[src/rtl/mem_pkg.sv]
// mem_pkg: shared encodings for the memory-access stage
package mem_pkg;
  typedef enum logic [2:0] {
    MOP_B  = 3'd0,
    MOP_H  = 3'd1,
    MOP_W  = 3'd2,
    MOP_BU = 3'd4,
    MOP_HU = 3'd5
  } mem_op_t;
  typedef enum logic [1:0] {S_IDLE, S_REQ, S_RESP} state_t;
  localparam logic [2:0] WD_ALU = 3'd0;
  localparam logic [2:0] WD_MEM = 3'd1;
  localparam logic [2:0] WD_PC4 = 3'd2;
endpackage

[src/rtl/load_ext.sv]
// load_ext: selects the addressed byte/half of read data and sign/zero-extends it
module load_ext
  import mem_pkg::*;
(
  input  logic [31:0] rdata,
  input  logic [2:0]  op,
  input  logic [1:0]  lane,
  output logic [31:0] data
);
  logic [7:0]  b;
  logic [15:0] h;
  assign b = rdata[{lane, 3'b000} +: 8];
  assign h = lane[1] ? rdata[31:16] : rdata[15:0];
  assign data = op == MOP_B  ? {{24{b[7]}}, b}  :
                op == MOP_BU ? {24'd0, b}       :
                op == MOP_H  ? {{16{h[15]}}, h} :
                op == MOP_HU ? {16'd0, h}       : rdata;
endmodule

[src/rtl/mem_stage.sv]
// mem_stage: LoongArch MEM stage, valid/ready data bus master; optional MEM_ALIGN_CHECK_EN adds ale
module mem_stage
  import mem_pkg::*;
#(
  parameter int RESP_TIMEOUT = 255
) (
  input  logic        clk,
  input  logic        rst,
  input  logic        is_flush,
  input  logic        valid_in,
  input  logic [31:0] instr_in,
  input  logic [31:0] PC_in,
  input  logic [31:0] alu_result_in,
  input  logic [31:0] store_data_in,
  input  logic [4:0]  rd_in,
  input  logic        RegWrite_in,
  input  logic [2:0]  WDSel_in,
  input  logic        MemRead_in,
  input  logic        MemWrite_in,
  input  logic [2:0]  mem_op_in,
  output logic        dm_req,
  input  logic        dm_req_ready,
  output logic        dm_we,
  output logic [31:0] dm_addr,
  output logic [3:0]  dm_wstrb,
  output logic [31:0] dm_wdata,
  input  logic        dm_rvalid,
  input  logic [31:0] dm_rdata,
  output logic [31:0] instr_out,
  output logic [31:0] PC_out,
  output logic [31:0] alu_result_out,
  output logic [31:0] dm_data_out,
  output logic [4:0]  rd_out,
  output logic        RegWrite_out,
  output logic [2:0]  WDSel_out,
  output logic        mem_stall,
`ifdef MEM_ALIGN_CHECK_EN
  output logic        ale,
`endif
  output logic        bus_err
);
  state_t      state, state_n;
  logic        kill, kill_n;
  logic [31:0] cnt, req_addr, req_wdata, ext, wdata_c;
  logic        req_we, mem, mis, issue, tmo, done, pass;
  logic [3:0]  req_wstrb, wstrb_c;
  logic [2:0]  req_op;
  assign mem = valid_in & (MemRead_in | MemWrite_in);
`ifdef MEM_ALIGN_CHECK_EN
  assign mis = mem & ((mem_op_in[1:0] == 2'd1 & alu_result_in[0]) |
                      (mem_op_in[1:0] == 2'd2 & |alu_result_in[1:0]));
  assign ale = state == S_IDLE & mis & ~is_flush;
`else
  assign mis = 1'b0;
`endif
  assign wstrb_c = ~MemWrite_in ? 4'b0000 :
                   mem_op_in[1:0] == 2'd0 ? 4'b0001 << alu_result_in[1:0] :
                   mem_op_in[1:0] == 2'd1 ? (alu_result_in[1] ? 4'b1100 : 4'b0011) : 4'b1111;
  assign wdata_c = mem_op_in[1:0] == 2'd0 ? {4{store_data_in[7:0]}} :
                   mem_op_in[1:0] == 2'd1 ? {2{store_data_in[15:0]}} : store_data_in;
  assign issue = state == S_IDLE & mem & ~is_flush & ~mis;
  assign tmo = RESP_TIMEOUT != 0 && state == S_RESP && !dm_rvalid && cnt == 32'(RESP_TIMEOUT - 1);
  assign done = state == S_RESP & (dm_rvalid | tmo);
  load_ext u_ext (.rdata(dm_rdata), .op(req_op), .lane(req_addr[1:0]), .data(ext));
  // Next state, kill tracking, bus request and WB-bound outputs
  always_comb begin
    state_n = issue ? (dm_req_ready ? S_RESP : S_REQ) :
              state == S_REQ && dm_req_ready ? S_RESP :
              done ? S_IDLE : state;
    kill_n = state != S_IDLE & ~done & (kill | is_flush);
    dm_req = issue | state == S_REQ;
    dm_we = state == S_IDLE ? MemWrite_in : req_we;
    dm_addr = state == S_IDLE ? {alu_result_in[31:2], 2'b00} : {req_addr[31:2], 2'b00};
    dm_wstrb = state == S_IDLE ? wstrb_c : req_wstrb;
    dm_wdata = state == S_IDLE ? wdata_c : req_wdata;
    mem_stall = state == S_IDLE ? issue : (kill | is_flush) ? kill & mem & ~is_flush : ~done;
    pass = (state == S_IDLE || kill) ? ~mem : state == S_RESP & dm_rvalid;
    RegWrite_out = valid_in & RegWrite_in & ~is_flush & pass;
    dm_data_out = state == S_RESP & dm_rvalid & ~kill & ~is_flush ? ext : 32'd0;
    bus_err = tmo;
    instr_out = instr_in;
    PC_out = PC_in;
    alu_result_out = alu_result_in;
    rd_out = rd_in;
    WDSel_out = WDSel_in;
  end
  // FSM, kill flag and response timer
  always_ff @(posedge clk) begin
    if (rst) begin
      state <= S_IDLE;
      kill <= 1'b0;
      cnt <= 32'd0;
    end else begin
      state <= state_n;
      kill <= kill_n;
      cnt <= (state == S_RESP && state_n == S_RESP) ? cnt + 32'd1 : 32'd0;
    end
  end
  // Hold the request fields so they stay stable even if EX/MEM moves on after a flush
  always_ff @(posedge clk) begin
    if (issue) begin
      req_addr <= alu_result_in;
      req_we <= MemWrite_in;
      req_wstrb <= wstrb_c;
      req_wdata <= wdata_c;
      req_op <= mem_op_in;
    end
  end
endmodule
[config.mk]
export PLATFORM = sky130hd
export DESIGN_NAME = mem_stage
export DESIGN_NICKNAME = d
export VERILOG_FILES = /design/src/rtl/mem_pkg.sv /design/src/rtl/load_ext.sv /design/src/rtl/mem_stage.sv
export SDC_FILE = /design/constraint.sdc
export NUM_CORES = 1
export LEC_CHECK = 0
export CAP_MARGIN = 20
export CORE_AREA = 2 2 149 151
export CTS_BUF_LIST = sky130_fd_sc_hd__clkbuf_16
export CTS_CLUSTER_DIAMETER = 150
export DETAILED_ROUTE_END_ITERATION = 8
export DIE_AREA = 0 0 151 153
export PLACE_DENSITY = 0.67
export SETUP_SLACK_MARGIN = 0.5
export SKIP_CTS_REPAIR_TIMING = 1
export SYNTH_ARGS = -nofsm -noshare
export SYNTH_HDL_FRONTEND = slang
export SYNTH_SLANG_ARGS = --single-unit
[constraint.sdc]
create_clock -name clk -period 14.83 [get_ports clk]
set_input_delay 2.966 -clock clk [delete_from_list [all_inputs] [get_ports clk]]
set_output_delay 2.966 -clock clk [all_outputs]
set_load 0.005 [all_outputs]
==> impl_metrics.toml <==
[finish]
finish.utilization = 0.410
instances_no_fill = 1149
final_common_cell = "clkdlybuf4s50_1"
multi_input_area_um2 = 2820
seq_area_um2 = 2860
fin_nets = 1046
diodes = 0
final_cell_mix = "clkdlybuf4s50_1, nand2_1, edfxtp_1"
area_growth_pct = 32.5
layout-drive-gt1-share = 0.0713
n_fill_cell = 2158

[placed_design]
finalWeightedCongestion = 0.878
dp_hpwl_mm = 16.5
dp.cells = 1132
numPortBuffers = 242
pre_cts_slack_ps = 6160

[logic_synthesis]
synth.cell_area_um2 = 6650
yosysSeqAreaShare = 0.431
ys_warn_count = 0
avgSynthCellArea_um2 = 8.91
yosysTopAreaCell = "edfxtp_1"
synth.distinct_cells = 43
synth_top_area_frac = 0.325
postSynthCellCount = 746
synth-seq-cells = 107
synthTopCellsByArea = "edfxtp_1, buf_4, nand2_1"
synth_edf_count = 72
ys.flop_type = "edfxtp_1"
async_flop_share = 0

[global_route]
antenna_found_initial = 1
grt_pass1_wl_mm = 31.7
grtUsageTotal = 0.182
overflow = 0
grt_start_max_net_pins = 59
grt_pass1_vias = 5289

[clocking]
htree_levels = 3
cts_buffer_depth = 2
cts-root-buf = "clkbuf_16"
insertion_delay_ps = 350
cts_tree = "done"
clock-sinks = 107
cts-buffers-inserted = 9
clk_pin_slew_ps = 80

[sta]
final.setup.worst_slack_ps = 6230
final_hold_viol_count = 0
max-slew-margin-rel = 0.302
rsz0062_at_grt = "false"
max_freq_mhz = 116
tightest_slew_ps = 1040
fin_skew_ps = 10.7
maxSlewViolCount = 0
fin_crit_ps = 8600
tns_ps = 0
setup_viol = 0
min_period_over_period = 0.580

[floorplan]
core-area_um2 = 21500
ios = 389
initial_core_util = 0.309
dieWidth_um = 151
fp.dieH_um = 153
rows = 54
die_area_um2 = 23100

[setup_path]
crit_required_ps = 11860
crit_fanout = 12
arrival_ps = 5640
start_kind = "input pin"
critPathCaptureType = "output pin"
crit_type = "in2out"

[run_status]
status = "completed"

[routing]
drc = 0
drt_iter0_markers = 303
drt_pass1_iterations = 5
ant_nets = 0
vias_per_cell = 4.80
detail_route.wl_per_cell_um = 18.7
via_count = 5516
wl_mm = 21.5

[flow_run]
drv_cap = 0

[power_and_ir_drop]
ir_worst_vdd_uv = 56.2
power_density_nw_per_um2 = 83.3
total_power_mw = 0.733
p_leak_nw = 3.28

[hold_path]
hold_path.class = "reg2reg"
[registers in the layout, summed over array words and instances, names as in the netlist]
signal,flops
req_addr,32
req_wstrb,4
req_op,3
req_wdata,32
state,2
cnt,32
kill,1
req_we,1
[critical path, cell delays in order]
cell	delay, ps
clkdlybuf4s50_1	780
nor2_1	890
mux2_2	430
nand2_1	70
nand2_1	50
clkdlybuf4s50_1	450
[worst paths after layout]
kind                  endpoint  slack [ps]         start  cells after the start
setup / recovery  dm_wdata[12]        6230  mem_op_in[0]                      6
hold / removal          cnt[0]         500        cnt[0]                      1
setup reg to reg  req_wdata[5]       12010      state[1]                      4
hold reg to reg         cnt[0]         500        cnt[0]                      1
[power breakdown]
group | internal, mW | switching, mW | leakage, nW
sequential | 0.330 | 0.00412 | 0.948
combinational | 0.0951 | 0.0719 | 2.19
clock | 0.116 | 0.117 | 0.141
[layer usage]
layer / vias up / part of all wire / global-route usage / wire [µm]
met5: - / 0 / 0 / 0
met3: 65 / 0.066 / 0.0546 / 1410
li1: 2671 / - / - / -
met2: 179 / 0.49 / 0.303 / 10600
met4: 0 / 0.040 / 0.0814 / 869
met1: 2601 / 0.40 / 0.215 / 8670
[area by class of cell]
class,instances,share of cell area
well taps,280,0.0398
flip-flops and latches,107,0.325
repair buffers,248,0.280
multi-input cells,489,0.320
clock buffers,9,0.0256
inverters,9,0.00384
clock inverters,7,0.00611
[per-stage QoR]
step                      cell area [µm²]  hold slack (ps)
after global routing                 8810              547
final                                8810              503
after detailed placement             8520              488
after global placement               8520              478
after floorplan                      6650              448
after CTS                            8800              514
[kinds of logic (layout without fill, tap and decap cells)]
kind of cell               after synthesis  count (layout)  synth area share
and+or+nand+nor                        331             331             0.217
buffers and inverters                  151             273             0.149
adders and majority gates                2               2           0.00376
AOI/OAI and AO/OA                       71              71            0.0616
muxes                                   53              53            0.0981
other                                    1               2          0.000564
xor gates and xnor gates                30              30            0.0395
DFF                                    107             107             0.431
[Yosys cell counts (all sizes together), types with 6 or more instances]
library cell	instances
nand2	203
buf	111
edfxtp	72
nor2	56
dfxtp	35
clkbuf	31
mux2	27
o21ai	25
a21oi	22
mux2i	19
xor2	16
nand4	14
xnor2	14
nand3	12
inv	9
a211oi	8
nor4	8
a31oi	7
mux4	7
nor2b	6
Note: power is estimated with default switching activity, not from simulation.
